`config.mk`:
```
export PLATFORM = sky130hd
export DESIGN_NAME = i2c_master_seq
export DESIGN_NICKNAME = d
export VERILOG_FILES = /design/src/rtl/i2c_master_pkg.sv /design/src/rtl/i2c_master_seq_cmdgen.sv /design/src/rtl/i2c_master_seq.sv
export SDC_FILE = /design/constraint.sdc
export NUM_CORES = 1
export LEC_CHECK = 0
export CORE_ASPECT_RATIO = 1.1
export CORE_MARGIN = 1
export CORE_UTILIZATION = 45
export DETAILED_ROUTE_END_ITERATION = 16
export PLACE_DENSITY = 0.8
export RECOVER_POWER = 100
export SYNTH_ARGS = -nofsm -noshare
export SYNTH_HDL_FRONTEND = slang
export SYNTH_SLANG_ARGS = --single-unit
export TNS_END_PERCENT = 10
```
`constraint.sdc`:
```
create_clock -name CLK -period 10.5 [get_ports CLK]
set_input_delay 1.05 -clock CLK [delete_from_list [all_inputs] [get_ports CLK]]
set_output_delay 1.05 -clock CLK [all_outputs]
set_load 0.05 [all_outputs]
```
`src/rtl/i2c_master_pkg.sv`:
```
// Shared definitions for the I2C transaction sequencer: command flag bits,
// FSM encoding, latched request layout and sizing constants.
package i2c_master_pkg;

  localparam int CTL_START = 0;
  localparam int CTL_DRV   = 1;
  localparam int CTL_RCV   = 2;
  localparam int CTL_STOP  = 3;
  localparam int CTL_RPT   = 4;

  localparam int MAX_CMDS  = 7;
  localparam int MAX_BYTES = 4;

  typedef enum logic [2:0] {
    S_IDLE, S_PUSH, S_GO, S_WAIT, S_POP, S_RESP
  } state_t;

  typedef struct packed {
    logic        rw;
    logic [6:0]  saddr;
    logic [7:0]  reg_addr;
    logic [1:0]  len;
    logic [31:0] wdata;
  } req_t;

endpackage

```
`src/rtl/i2c_master_seq_cmdgen.sv`:
```
// Maps a latched request and a command index to the engine command byte and
// flags; also reports how many commands the request expands to.
module i2c_master_seq_cmdgen
  import i2c_master_pkg::*;
(
  input  req_t       req_i,
  input  logic [2:0] idx_i,
  output logic [4:0] ctl_o,
  output logic [7:0] dat_o,
  output logic [2:0] num_o
);

  logic [1:0] bsel;

  always_comb begin
    num_o = req_i.rw ? ({1'b0, req_i.len} + 3'd4) : ({1'b0, req_i.len} + 3'd3);
    ctl_o = '0;
    dat_o = '0;
    bsel  = 2'(idx_i - 3'd2);
    if (idx_i == 3'd0) begin
      dat_o = {req_i.saddr, 1'b0};
      ctl_o[CTL_START] = 1'b1;
      ctl_o[CTL_DRV]   = 1'b1;
    end else if (idx_i == 3'd1) begin
      dat_o = req_i.reg_addr;
      ctl_o[CTL_DRV] = 1'b1;
    end else if (!req_i.rw) begin
      dat_o = req_i.wdata[{bsel, 3'b000} +: 8];
      ctl_o[CTL_DRV] = 1'b1;
    end else if (idx_i == 3'd2) begin
      // repeated start switches the bus direction to read
      dat_o = {req_i.saddr, 1'b1};
      ctl_o[CTL_RPT] = 1'b1;
      ctl_o[CTL_DRV] = 1'b1;
    end else begin
      ctl_o[CTL_RCV] = 1'b1;
    end
    if (idx_i == num_o - 3'd1) ctl_o[CTL_STOP] = 1'b1;
  end

endmodule

```
`src/rtl/i2c_master_seq.sv`:
```
// Register-access sequencer: expands one request into engine commands, runs
// the engine, drains its receive FIFO and returns data plus NACK/timeout status.
module i2c_master_seq
  import i2c_master_pkg::*;
#(
  parameter int P_TX_DEPTH = 8,
  parameter int P_TIMEOUT  = 1_000_000
) (
  input  logic        CLK,
  input  logic        RESET,
  input  logic        REQ_VLD,
  output logic        REQ_RDY,
  input  logic        REQ_RW,
  input  logic [6:0]  REQ_SADDR,
  input  logic [7:0]  REQ_REG,
  input  logic [1:0]  REQ_LEN,
  input  logic [31:0] REQ_WDATA,
  output logic        RSP_VLD,
  output logic [31:0] RSP_RDATA,
  output logic        RSP_NACK,
  output logic        RSP_TMO,
  output logic        BUSY,
  input  logic        I2C_EN,
  output logic        I2C_GO,
  output logic [7:0]  I2C_RUN_NUM,
  input  logic        I2C_DONE,
  input  logic        fifo_snd_rdy,
  output logic        fifo_snd_vld,
  output logic [7:0]  fifo_snd_dat,
  output logic [4:0]  fifo_snd_ctl,
  output logic        fifo_rcv_rdy,
  input  logic        fifo_rcv_vld,
  input  logic [7:0]  fifo_rcv_dat,
  input  logic        fifo_rcv_ack
);

  if (P_TX_DEPTH < MAX_CMDS) begin : g_depth_chk
    $error("P_TX_DEPTH must hold a full command run");
  end

  localparam int TW = (P_TIMEOUT > 1) ? $clog2(P_TIMEOUT + 1) : 1;
  localparam logic [TW-1:0] TMO_LAST = (P_TIMEOUT > 0) ? TW'(P_TIMEOUT - 1) : '0;
  localparam int BW = $clog2(MAX_BYTES);

  state_t         state_q, state_d;
  req_t           req_q, req_d;
  logic [2:0]     idx_q, idx_d;
  logic [BW-1:0]  rbyte_q, rbyte_d;
  logic [31:0]    rdata_q, rdata_d;
  logic           nack_q, nack_d, tmo_q, tmo_d;
  logic [7:0]     run_num_q, run_num_d;
  logic [TW-1:0]  tcnt_q, tcnt_d;

  logic [4:0] cmd_ctl;
  logic [7:0] cmd_dat;
  logic [2:0] cmd_num;
  logic       last_cmd;

  // idx_q walks the command list twice: once while pushing, once while popping
  i2c_master_seq_cmdgen u_cmdgen (
    .req_i (req_q),
    .idx_i (idx_q),
    .ctl_o (cmd_ctl),
    .dat_o (cmd_dat),
    .num_o (cmd_num)
  );

  assign last_cmd = (idx_q == cmd_num - 3'd1);

  always_ff @(posedge CLK or posedge RESET) begin
    if (RESET) begin
      state_q   <= S_IDLE;
      req_q     <= '0;
      idx_q     <= '0;
      rbyte_q   <= '0;
      rdata_q   <= '0;
      nack_q    <= 1'b0;
      tmo_q     <= 1'b0;
      run_num_q <= '0;
      tcnt_q    <= '0;
    end else begin
      state_q   <= state_d;
      req_q     <= req_d;
      idx_q     <= idx_d;
      rbyte_q   <= rbyte_d;
      rdata_q   <= rdata_d;
      nack_q    <= nack_d;
      tmo_q     <= tmo_d;
      run_num_q <= run_num_d;
      tcnt_q    <= tcnt_d;
    end
  end

  always_comb begin
    state_d   = state_q;
    req_d     = req_q;
    idx_d     = idx_q;
    rbyte_d   = rbyte_q;
    rdata_d   = rdata_q;
    nack_d    = nack_q;
    tmo_d     = tmo_q;
    run_num_d = run_num_q;
    tcnt_d    = tcnt_q;
    if (state_q != S_IDLE && state_q != S_RESP && !I2C_EN) begin
      // engine disabled under us: abort with a timeout-style response
      state_d = S_RESP;
      tmo_d   = 1'b1;
      rdata_d = '0;
    end else begin
      case (state_q)
        S_IDLE: if (REQ_VLD && I2C_EN) begin
          state_d   = S_PUSH;
          req_d     = '{rw: REQ_RW, saddr: REQ_SADDR, reg_addr: REQ_REG,
                        len: REQ_LEN, wdata: REQ_WDATA};
          idx_d     = '0;
          rbyte_d   = '0;
          rdata_d   = '0;
          nack_d    = 1'b0;
          tmo_d     = 1'b0;
          run_num_d = '0;
        end
        S_PUSH: if (fifo_snd_rdy) begin
          if (last_cmd) begin
            state_d   = S_GO;
            idx_d     = '0;
            run_num_d = {5'd0, cmd_num};
            tcnt_d    = '0;
          end else begin
            idx_d = idx_q + 3'd1;
          end
        end
        S_GO, S_WAIT: begin
          if (I2C_DONE) begin
            state_d = S_POP;
          end else if (P_TIMEOUT > 0 && tcnt_q == TMO_LAST) begin
            state_d = S_POP;
            tmo_d   = 1'b1;
          end else begin
            state_d = S_WAIT;
            tcnt_d  = tcnt_q + 1'b1;
          end
        end
        S_POP: begin
          if (!fifo_rcv_vld) begin
            state_d = S_RESP;
          end else begin
            if (cmd_ctl[CTL_DRV] && !fifo_rcv_ack) nack_d = 1'b1;
            if (cmd_ctl[CTL_RCV]) begin
              rdata_d[{rbyte_q, 3'b000} +: 8] = fifo_rcv_dat;
              rbyte_d = rbyte_q + 1'b1;
            end
            if (last_cmd) state_d = S_RESP;
            else          idx_d   = idx_q + 3'd1;
          end
        end
        S_RESP:  state_d = S_IDLE;
        default: state_d = S_IDLE;
      endcase
    end
  end

  assign BUSY         = (state_q != S_IDLE);
  assign REQ_RDY      = (state_q == S_IDLE) && I2C_EN;
  assign fifo_snd_vld = (state_q == S_PUSH) && I2C_EN;
  assign fifo_snd_dat = fifo_snd_vld ? cmd_dat : '0;
  assign fifo_snd_ctl = fifo_snd_vld ? cmd_ctl : '0;
  assign I2C_GO       = (state_q == S_GO || state_q == S_WAIT) && I2C_EN;
  assign I2C_RUN_NUM  = run_num_q;
  assign fifo_rcv_rdy = (state_q == S_POP) && I2C_EN && fifo_rcv_vld;
  assign RSP_VLD      = (state_q == S_RESP);
  assign RSP_RDATA    = RSP_VLD ? rdata_q : '0;
  assign RSP_NACK     = RSP_VLD && nack_q;
  assign RSP_TMO      = RSP_VLD && tmo_q;

endmodule

```
==> results of run 1 <==
report_power, final:
part / leakage (nW) / internal [mW] / total (mW) / switching [mW]
combinational: 1.67 / 0.329 / 0.790 / 0.461
sequential: 1.49 / 0.576 / 0.697 / 0.121
clock: 0.283 / 0.376 / 0.574 / 0.198
sequential cells by signal (all words and copies together) (netlist names):
name,cells
I2C_RUN_NUM,3
idx_q,3
nack_q,1
rbyte_q,2
rdata_q,32
req_q,50
state_q,3
tcnt_q,20
tmo_q,1
through the flow:
| stage | hold slack, ns | setup slack, ns | power, mW | util | std cells |
|---|---|---|---|---|---|
| finish | 0.4752 | 4.729 | 2.062 | 0.5996 | 887 |
| CTS | 0.4765 | 5.826 | 2.095 | 0.6027 | 887 |
| global placement | 0.4541 | 5.943 | 1.468 | 0.5585 | 856 |
| floorplan | 0.4418 | 5.922 | 1.310 | - | 606 |
| detailed placement | 0.4646 | 5.859 | 1.508 | 0.5585 | 856 |
| global route | 0.4967 | 3.775 | 2.187 | 0.5996 | 887 |
cells in the final DEF (no fill, tap or decap), types with 5 or more instances in the layout:
cell type                         netlist  routed
sky130_fd_sc_hd__dfrtp_1              115     115
sky130_fd_sc_hd__nand2_1               98      98
sky130_fd_sc_hd__clkdlybuf4s50_1        0      63
sky130_fd_sc_hd__dlygate4sd3_1          0      58
sky130_fd_sc_hd__mux2_2                52      50
sky130_fd_sc_hd__o21ai_0               46      49
sky130_fd_sc_hd__nor2_1                40      40
sky130_fd_sc_hd__and2_1                37      37
sky130_fd_sc_hd__clkbuf_16              0      17
sky130_fd_sc_hd__a21oi_1               13      15
sky130_fd_sc_hd__nand3_1               14      14
sky130_fd_sc_hd__inv_1                 14      13
sky130_fd_sc_hd__and3_1                12      12
sky130_fd_sc_hd__a31oi_1               12      12
sky130_fd_sc_hd__ha_1                  11      11
sky130_fd_sc_hd__nor3_1                 9       9
sky130_fd_sc_hd__mux4_2                 8       8
sky130_fd_sc_hd__a22oi_1                7       7
sky130_fd_sc_hd__nor2b_1                6       6
sky130_fd_sc_hd__nand4_1                5       5
sky130_fd_sc_hd__a31oi_4                5       5
sky130_fd_sc_hd__o21a_1                 5       5
sky130_fd_sc_hd__conb_1                 1       5
sky130_fd_sc_hd__clkbuf_1              15       5
kinds of logic (layout without fill, tap and decap cells):
| kind of cell | Yosys count | after routing |
|---|---|---|
| compound gates | 118 | 118 |
| xor+xnor | 6 | 6 |
| fa+ha+maj | 11 | 11 |
| buf+inv | 50 | 170 |
| flops | 115 | 115 |
| mux | 64 | 64 |
| other cells | 1 | 5 |
| simple gates | 237 | 237 |
cell type report:
| class | count | area [um2] |
|---|---|---|
| Fill cell | 1108 | 5290 |
| Multi-Input combinational cell | 441 | 2974 |
| Sequential cell | 115 | 2878 |
| Timing Repair Buffer | 124 | 1226 |
| Clock buffer | 21 | 450.4 |
| Tap cell | 161 | 201.4 |
| Clock inverter | 10 | 133.9 |
| Inverter | 15 | 58.81 |
worst min-delay path: stages, from the launching register on:
cell and delay (ns):
sky130_fd_sc_hd__dfrtp_1 0.33, sky130_fd_sc_hd__nand2_1 0.05, sky130_fd_sc_hd__o21ai_0 0.06
per-layer routing:
metal / vias to the layer above / global-route usage / part of all wire
met4: 0 / 0.09752 / 0.021
met2: 215 / 0.3519 / 0.49
met3: 27 / 0.06375 / 0.074
li1: 2324 / - / -
met1: 2425 / 0.2609 / 0.42
met5: - / 0 / 0
worst min path at each step:
| stage | start | end | slack, ns | cells after the start |
|---|---|---|---|---|
| global placement | rdata_q[19]$_DFFE_PP0P_ | rdata_q[19]$_DFFE_PP0P_ | 0.45 | 2 |
| global route | rdata_q[25]$_DFFE_PP0P_ | rdata_q[25]$_DFFE_PP0P_ | 0.50 | 2 |
| CTS | rdata_q[15]$_DFFE_PP0P_ | rdata_q[15]$_DFFE_PP0P_ | 0.48 | 2 |
| finish | rdata_q[14]$_DFFE_PP0P_ | rdata_q[14]$_DFFE_PP0P_ | 0.48 | 2 |
| floorplan | rdata_q[0]$_DFFE_PP0P_ | rdata_q[0]$_DFFE_PP0P_ | 0.44 | 2 |
| detailed placement | rdata_q[15]$_DFFE_PP0P_ | rdata_q[15]$_DFFE_PP0P_ | 0.46 | 2 |
==> metrics.txt, run 1 <==
result of the run complete, but fails checks; violations in the final reports capacitance limit, slew limit; Root Buffer sky130_fd_sc_hd__clkbuf_16; flip-flop and latch count after synthesis 115; Std-Cell Rows 44; most frequent cell after synthesis sky130_fd_sc_hd__dfrtp_1; buffers added on ports 121; end point of the critical path tcnt_q[10]$_DFFE_PP0P_; Min Clock Period, post-route 5.771 ns; Crit-path slowest cell sky130_fd_sc_hd__clkbuf_1; Final ANT Viol Nets 0; clock tree from TritonCTS yes; measured slew at the worst slew-check pin 3.541 ns; Routed Wire Length between 10 and 15 mm; cell family with most CP delay buffers and inverters; height of the die between 100 and 150 um; post-synthesis cell area 6123 um2; final-report max-slew violation count 169; detail-routed net length per standard cell between 15 and 20 um; maximum clock frequency roughly 0.17 GHz; max-slew headroom at the worst pin -1.360; number of hold violations in the final report 0; area fraction of the dominant cell type after synthesis 0.4700; drt drc 0; Setup Fix Bufs, Post-CTS 0; post-synthesis mux area share 0.1336; xor and xnor area share after synthesis 0.01165; clock buffer count from CTS 17; initial detailed-routing violation count roughly 270; post-CTS resize count 0; post-route cell area slightly below 8000 um2; Worst Skew around 0.0077 ns; buffers and inverters on the worst path 3; power density over the cells 260.2 nW/um2; maximum buffer depth of the clock tree 2; share of the cycle needed by the critical path after routing 0.5496; area leader, netlist sky130_fd_sc_hd__dfrtp_1; worst reg-to-reg setup slack 6.83 ns; WS Path Type in -> async; placeable core region 13210 um2; Via density 5.627; GPL Wtd Cong 0.8260; number of H-tree branching levels 4; Clk Latency, worst-skew pair 0.41 ns; fraction of registers with async set or reset after synthesis 1.000; synthesized area per cell 10.17 um2; overall overflow remaining after global route 0; path category of the worst min-delay check reg -> reg; Synth Area in Compound Gates 0.1338; number of top-level design ports ~130; vias in the first global route between 4000 and 5000; cell count of the worst reg-to-reg path 11; fraction of the mapped netlist area in adder cells 0.02248; count of vias placed by the detailed router 4991; pin count of the biggest net entering global routing 67; Yosys warnings 0; first-pass GRT wire length 23.96 mm; number of antenna violations at the first check in global routing 0; Layout Nets roughly 790; top cells by area in the synthesized netlist sky130_fd_sc_hd__dfrtp_1, sky130_fd_sc_hd__mux2_2, sky130_fd_sc_hd__nand2_1; share of cells above drive strength 1 0.1377; Critical Path Source RESET; final number of setup-violating endpoints 0; full die area roughly 14000 um2; most used standard cells in the synthesized netlist sky130_fd_sc_hd__dfrtp_1, sky130_fd_sc_hd__nand2_1, sky130_fd_sc_hd__mux2_2, sky130_fd_sc_hd__o21ai_0, sky130_fd_sc_hd__nor2_1; RSZ-0062 raised after global routing no; endpoint required time on the critical path around 10 ns; effective utilization at floorplan 0.4634; area share of and/or/nand/nor cells after synthesis 0.1853; number of optimization iterations in the first detailed-route pass 6; post-route setup TNS 0 ns; combinational family with the most area after synthesis simple AND/OR/NAND/NOR gates; hold buffers post-CTS 0; critical path cell sequence dlygate4sd3_1 > clkinvlp_2 > clkbuf_1; kind of capture point of the worst setup path async pin; delay of the slowest cell on the worst path roughly 2.6 ns; element type at the critical path start primary input; clock-pin slew reported for the worst setup and hold paths after clock tree synthesis 0.05 ns; Yosys cell types 56; Critical Path Stages 3; worst reg2reg path endpoint tcnt_q[10]$_DFFE_PP0P_; arrival time at the worst endpoint 5.47 ns; gate count after technology mapping about 600; clock tree sinks 115; Post-synth EDFFs 0; startpoint of the most critical register-to-register path req_q[32]$_DFFE_PP0P_; highest fanout seen on the critical path between 60 and 70; total leakage power around 3.4 nW; chip width 113.2 um; most common flop cell mapped by yosys sky130_fd_sc_hd__dfrtp_1; Antenna Cells 0; cell area after placement 7380 um2; Area Overhead vs Synth 29.38%; IR Drop Worst-Case VDD 0.1983 mV; Max-cap violations 3; Final HPWL DP 10.26 mm; global router's overall resource usage 0.2151; part of the Yosys area used for sequential elements 0.4700
Note: power is estimated with default switching activity, not from simulation.
==> run 2: changes to the inputs <==
--- a/config.mk
+++ b/config.mk
@@ -9,7 +9,7 @@
 export CORE_MARGIN = 1
 export CORE_UTILIZATION = 45
 export DETAILED_ROUTE_END_ITERATION = 16
-export PLACE_DENSITY = 0.8
+export PLACE_DENSITY = 0.82
 export RECOVER_POWER = 100
 export SYNTH_ARGS = -nofsm -noshare
 export SYNTH_HDL_FRONTEND = slang
==> constraint.sdc (replaced) <==
create_clock -name CLK -period 5 [get_ports CLK]
set_input_delay 0.5 -clock CLK [delete_from_list [all_inputs] [get_ports CLK]]
set_output_delay 0.5 -clock CLK [all_outputs]
set_load 0.05 [all_outputs]
==> run 2 against run 1 <==
  * The flow still finishes with violations (capacitance limit, slew limit)
  * Clock skew rose by 0.0011 ns
  * Highest routed layer unchanged
  * Largest cell class unchanged
  * Non-clock buffer count did not move
  * Combinational power rose by 110%
==> metrics.txt, run 2 (synthesis results as in run 1) <==
global routing usage on met3 0.07202; result of the run complete, but fails checks; register area 2878 um2; Clk Latency, worst-skew pair 0.41 ns; full die area 14080 um2; GPL Wtd Cong approximately 0.85; first-pass GRT wire length approximately 24 mm; Via density 5.543; post-CTS resize count 0; cell count of the worst reg-to-reg path 11; number of optimization iterations in the first detailed-route pass 5; register with the highest flop count req_q; Min Clock Period, post-route 3.950 ns; area of the multi-input gates between 2000 and 3000 um2; kind of capture point of the worst setup path output port; max reg flops 50; Setup Fix Bufs, Post-CTS 0; clock-pin slew reported for the worst setup and hold paths after clock tree synthesis 0.06 ns; count of filler cells inserted in the layout 1084; hold buffers post-CTS 0; Final ANT Viol Nets 0; placeable core region about 13000 um2; largest registers req_q: 50 flops, rdata_q: 32 flops, tcnt_q: 20 flops; drt drc 0; number of hold violations in the final report 0; measured slew at the worst slew-check pin 3.345 ns; buffers added on ports 121; most frequent cells in the layout sky130_fd_sc_hd__dfrtp_1, sky130_fd_sc_hd__nand2_1, sky130_fd_sc_hd__clkdlybuf4s50_1, sky130_fd_sc_hd__dlygate4sd3_1, sky130_fd_sc_hd__mux2_2; Max-cap violations 2; Area Overhead vs Synth 29.38%; pin count of the biggest net entering global routing 90; effective utilization at floorplan 0.4634; power density over the cells about 540 nW/um2; detail-routed net length per standard cell 16.56 um; Worst Skew 0.008806 ns; maximum buffer depth of the clock tree 2; RSZ-0062 raised after global routing no; hold wc startpoint rdata_q[8]$_DFFE_PP0P_; most frequent standard cell in the layout excluding fill and tap cells sky130_fd_sc_hd__dfrtp_1; Root Buffer sky130_fd_sc_hd__clkbuf_16; element type at the critical path start flip-flop; clock buffer count from CTS 17; Antenna Cells 0; endpoint required time on the critical path 4.50 ns; overall overflow remaining after global route 0; number of top-level design ports 127; final-report max-slew violation count between 100 and 150; maximum clock frequency 0.2532 GHz; final number of setup-violating endpoints 0; Final HPWL DP roughly 10 mm; clock tree sinks 115; path category of the worst min-delay check reg -> reg; number of antenna violations at the first check in global routing 0; global router's overall resource usage 0.2190; post-route insts no fill a little under 900; clock tree from TritonCTS yes; total leakage power 3.442 nW; height of the die around 120 um; share of cells above drive strength 1 0.1431; Hold Path Stages 2; total placed cells including tap cells 856; number of H-tree branching levels 4; count of vias placed by the detailed router 4922; highest fanout seen on the critical path 12; arrival time at the worst endpoint between 3 and 4 ns; global-route track usage on met1 0.2605; chip width 113.2 um; worst hold path endpoint rdata_q[8]$_DFFE_PP0P_; startpoint of the most critical register-to-register path req_q[32]$_DFFE_PP0P_; Layout Nets 791; worst reg2reg path endpoint tcnt_q[14]$_DFFE_PP0P_; vias in the first global route 4995; share of the cycle needed by the critical path after routing 0.7900; IR Drop Worst-Case VDD roughly 0.32 mV; WS Path Type reg -> out; violations in the final reports capacitance limit, slew limit; initial detailed-routing violation count 246; busiest layer in global routing met2; worst reg-to-reg setup slack 1.27 ns; max-slew headroom at the worst pin -1.230; post-route setup TNS 0 ns; Routed Wire Length approximately 15 mm; global-route met2 utilization 0.3710; Std-Cell Rows between 40 and 50
run 2: cell count changes in the layout (fill, tap and decap cells not counted), sizes merged:
cell	change
inv	+6
buf	+1
clkdlybuf4s50	+1
clkbuf	-2
dlygate4sd3	-1
clkinvlp	-1
clkinv	-1
bufinv	-2
run 2: through the flow:
| step | setup WS, ns | cell area [um2] | util | hold WS, ns | power [mW] |
|---|---|---|---|---|---|
| 2_1_floorplan | 1.363 | 6138 | - | 0.4418 | 2.751 |
| 3_3_place_gp | 1.628 | 7380 | 0.5585 | 0.4536 | 3.077 |
| 3_5_place_dp | 1.532 | 7380 | 0.5585 | 0.4645 | 3.173 |
| 4_1_cts | 1.226 | 7956 | 0.6022 | 0.4774 | 4.367 |
| 5_1_grt | 0.5371 | 7923 | 0.5996 | 0.5045 | 4.558 |
| 6_report | 1.050 | 7923 | 0.5996 | 0.4727 | 4.311 |
run 2: worst max-delay path: stages (launching register included):
cell and delay, ns:
sky130_fd_sc_hd__dfrtp_1 0.62, sky130_fd_sc_hd__inv_1 0.24, sky130_fd_sc_hd__ha_1 0.28, sky130_fd_sc_hd__nor3_1 0.09, sky130_fd_sc_hd__o21ai_0 0.67, sky130_fd_sc_hd__and3_1 0.26, sky130_fd_sc_hd__dlygate4sd3_1 0.87
run 2: layout make-up:
class,instances,area share
clock inverter,12,0.01516
sequential,115,0.3632
multi-input combinational,441,0.3760
tap,161,0.02543
clock buffer,20,0.05764
inverter,15,0.007265
timing repair buffer,124,0.1552
run 2: report_power, final:
group	leakage (nW)	internal [mW]	switching, mW
Sequential	1.49	1.21	0.260
Clock	0.278	0.718	0.450
Combinational	1.68	0.696	0.978
run 2: layer usage:
| layer | vias up | share of wire |
|---|---|---|
| met5 | - | 0 |
| met2 | 181 | 0.50 |
| met3 | 27 | 0.074 |
| met1 | 2384 | 0.40 |
| li1 | 2330 | - |
| met4 | 0 | 0.022 |
run 2: worst max path at each step:
| stage | from | end | cells after the start | slack (ns) |
|---|---|---|---|---|
| after floorplan | state_q[2]$_DFFE_PP0P_ | fifo_snd_ctl[4] | 7 | 1.36 |
| after global placement | I2C_EN | fifo_snd_ctl[4] | 6 | 1.63 |
| after detailed placement | I2C_EN | fifo_snd_ctl[4] | 6 | 1.53 |
| after CTS | idx_q[0]$_DFFE_PP0P_ | fifo_snd_dat[7] | 6 | 1.23 |
| after global routing | RESET | rdata_q[2]$_DFFE_PP0P_ | 2 | 0.54 |
| final | idx_q[0]$_DFFE_PP0P_ | fifo_snd_ctl[1] | 6 | 1.05 |
==> run 3: changes to the inputs <==
==> constraint.sdc (replaced) <==
create_clock -name CLK -period 3.4 [get_ports CLK]
set_input_delay 0.34 -clock CLK [delete_from_list [all_inputs] [get_ports CLK]]
set_output_delay 0.34 -clock CLK [all_outputs]
set_load 0.05 [all_outputs]
==> run 3 against run 2 <==
  * The flow still finishes with violations (capacitance limit, slew limit)
  * Sequential power is 44% higher
  * Critical path depth is the same
  * Setup slack got worse by 0.83 ns
  * Combinational power increased by 49%
  * Clock power increased by 43%
  * Worst hold slack lost 0.0065 ns
  * Largest cell class unchanged
  * Highest routed layer unchanged
==> metrics.txt, run 3 (synthesis results as in run 1) <==
buffers and inverters on the worst path 3; number of optimization iterations in the first detailed-route pass 5; violations in the final reports capacitance limit, slew limit; number of top-level design ports 127; effective utilization at floorplan 0.4634; final number of setup-violating endpoints 0; GPL Wtd Cong 0.8818; share of cells above drive strength 1 0.1501; Area Overhead vs Synth 28.20%; max-slew headroom at the worst pin -0.6867; kind of capture point of the worst setup path output port; maximum buffer depth of the clock tree 2; clock tree sinks 115; Layout Nets 797; endpoint required time on the critical path 3.06 ns; final critical-path setup slack 0.2216 ns; IR Drop Worst-Case VDD 0.5347 mV; clock tree from TritonCTS yes; final-report max-slew violation count 67; area of the multi-input gates 2943 um2; clock buffer count from CTS 17; pin count of the biggest net entering global routing 67; largest registers req_q: 50 flops, rdata_q: 32 flops, tcnt_q: 20 flops; buffers added on ports 121; cell family with most CP delay buffers and inverters; overall overflow remaining after global route 0; detail-routed net length per standard cell 16.44 um; Antenna Cells 0; height of the die 124.3 um; WS Path Type reg -> out; chip width 113.2 um; critical path cell sequence inv_1 > and3_1 > nand2_1 > buf_4 > nor2_1 > dlygate4sd3_1; element type at the critical path start flip-flop; register with the highest flop count req_q; path category of the worst min-delay check reg -> reg; share of the cycle needed by the critical path after routing 0.9348; number of hold violations in the final report 0; total leakage power approximately 3.4 nW; global router's overall resource usage 0.2231; result of the run complete, but fails checks; number of antenna violations at the first check in global routing 0; max reg flops 50; highest fanout seen on the critical path 13; clock-pin slew reported for the worst setup and hold paths after clock tree synthesis 0.05 ns; first-pass GRT wire length 24.55 mm; placeable core region approximately 13000 um2; number of H-tree branching levels 4; post-route setup TNS 0 ns; full die area 14080 um2; measured slew at the worst slew-check pin around 2.5 ns; arrival time at the worst endpoint 2.84 ns; most frequent cells in the layout sky130_fd_sc_hd__dfrtp_1, sky130_fd_sc_hd__nand2_1, sky130_fd_sc_hd__clkdlybuf4s50_1, sky130_fd_sc_hd__mux2_2, sky130_fd_sc_hd__o21ai_0; Crit-path slowest cell sky130_fd_sc_hd__dlygate4sd3_1; Routed Wire Length 14.70 mm; vias in the first global route slightly below 5000; Clk Latency, worst-skew pair a little over 0.4 ns; initial detailed-routing violation count 320; maximum clock frequency 0.3146 GHz; Final ANT Viol Nets 0; register area 2878 um2; cell area after placement 7406 um2; most frequent standard cell in the layout excluding fill and tap cells sky130_fd_sc_hd__dfrtp_1; RSZ-0062 raised after global routing no; Std-Cell Rows 44; Max-cap violations 1; post-CTS resize count 0; worst setup slack after placement 0.4525 ns; post-route cell area 7850 um2; Worst Skew approximately 0.008 ns; hold buffers post-CTS 0; power density over the cells 798.1 nW/um2; Final HPWL DP ~11 mm; count of vias placed by the detailed router approximately 4900; drt drc 0; Min Clock Period, post-route 3.178 ns; Setup Fix Bufs, Post-CTS 0; delay of the slowest cell on the worst path 0.89 ns; count of filler cells inserted in the layout 1103; Via density 5.496; Root Buffer sky130_fd_sc_hd__clkbuf_16
[run 3: cell types whose count changed in the layout (fill, tap and decap cells not counted), sizes merged]
| cell | delta |
|---|---|
| buf | +6 |
| clkbuf | +9 |
| clkinv | +2 |
| clkinvlp | +1 |
| dlygate4sd3 | -11 |
| inv | -1 |
[run 3: worst paths after layout]
path                       depth (start not counted)                          to  slack (ns)                     from
min in group asynchronous                          2  I2C_RUN_NUM[0]$_DFFE_PP0P_        1.26                    RESET
setup reg to reg                                  11       tcnt_q[9]$_DFFE_PP0P_        0.33    req_q[32]$_DFFE_PP0P_
max in group asynchronous                          3        req_q[2]$_DFFE_PP0P_        0.65                    RESET
hold reg to reg                                    2     rdata_q[22]$_DFFE_PP0P_        0.47  rdata_q[22]$_DFFE_PP0P_
setup / recovery                                   6             fifo_snd_ctl[0]        0.22   state_q[2]$_DFFE_PP0P_
hold / removal                                     2     rdata_q[22]$_DFFE_PP0P_        0.47  rdata_q[22]$_DFFE_PP0P_
[run 3: through the flow]
step / std cells / power (mW) / hold WS, ns / utilization
after CTS: 894 / 6.376 / 0.4755 / 0.6029
after detailed placement: 862 / 4.668 / 0.4629 / 0.5605
after floorplan: 606 / 4.049 / 0.4418 / -
final: 894 / 6.265 / 0.4662 / 0.5941
after global routing: 894 / 6.640 / 0.5021 / 0.5941
after global placement: 862 / 4.533 / 0.4545 / 0.5605
[run 3: layout make-up]
cell class                      count  area share
Tap cell                          161     0.02566
Clock buffer                       18     0.05467
Clock inverter                     14     0.01674
Multi-Input combinational cell    441      0.3749
Sequential cell                   115      0.3666
Timing Repair Buffer              130      0.1540
Inverter                           15    0.007491
[run 3: worst reg2reg max path, cell delays in order, from the launching register on]
cell and delay (ns):
sky130_fd_sc_hd__dfrtp_1 0.44, sky130_fd_sc_hd__inv_1 0.08, sky130_fd_sc_hd__ha_1 0.30, sky130_fd_sc_hd__mux2_1 0.32
sky130_fd_sc_hd__ha_1 0.21, sky130_fd_sc_hd__xnor2_1 0.22, sky130_fd_sc_hd__xnor2_1 0.18, sky130_fd_sc_hd__and3_1 0.37
sky130_fd_sc_hd__a31oi_4 0.11, sky130_fd_sc_hd__a211o_1 0.34, sky130_fd_sc_hd__inv_4 0.22, sky130_fd_sc_hd__a31oi_1 0.15
[run 3: report_power, final]
group | total, mW | switching [mW] | internal, mW
combinational | 2.49 | 1.48 | 1.02
sequential | 2.11 | 0.326 | 1.78
clock | 1.67 | 0.656 | 1.01
[run 3: per-layer routing]
metal  wire, um  track usage
met5          0            0
met4        196      0.07972
met3        935      0.06083
met2       7577       0.3753
met1       5986       0.2738
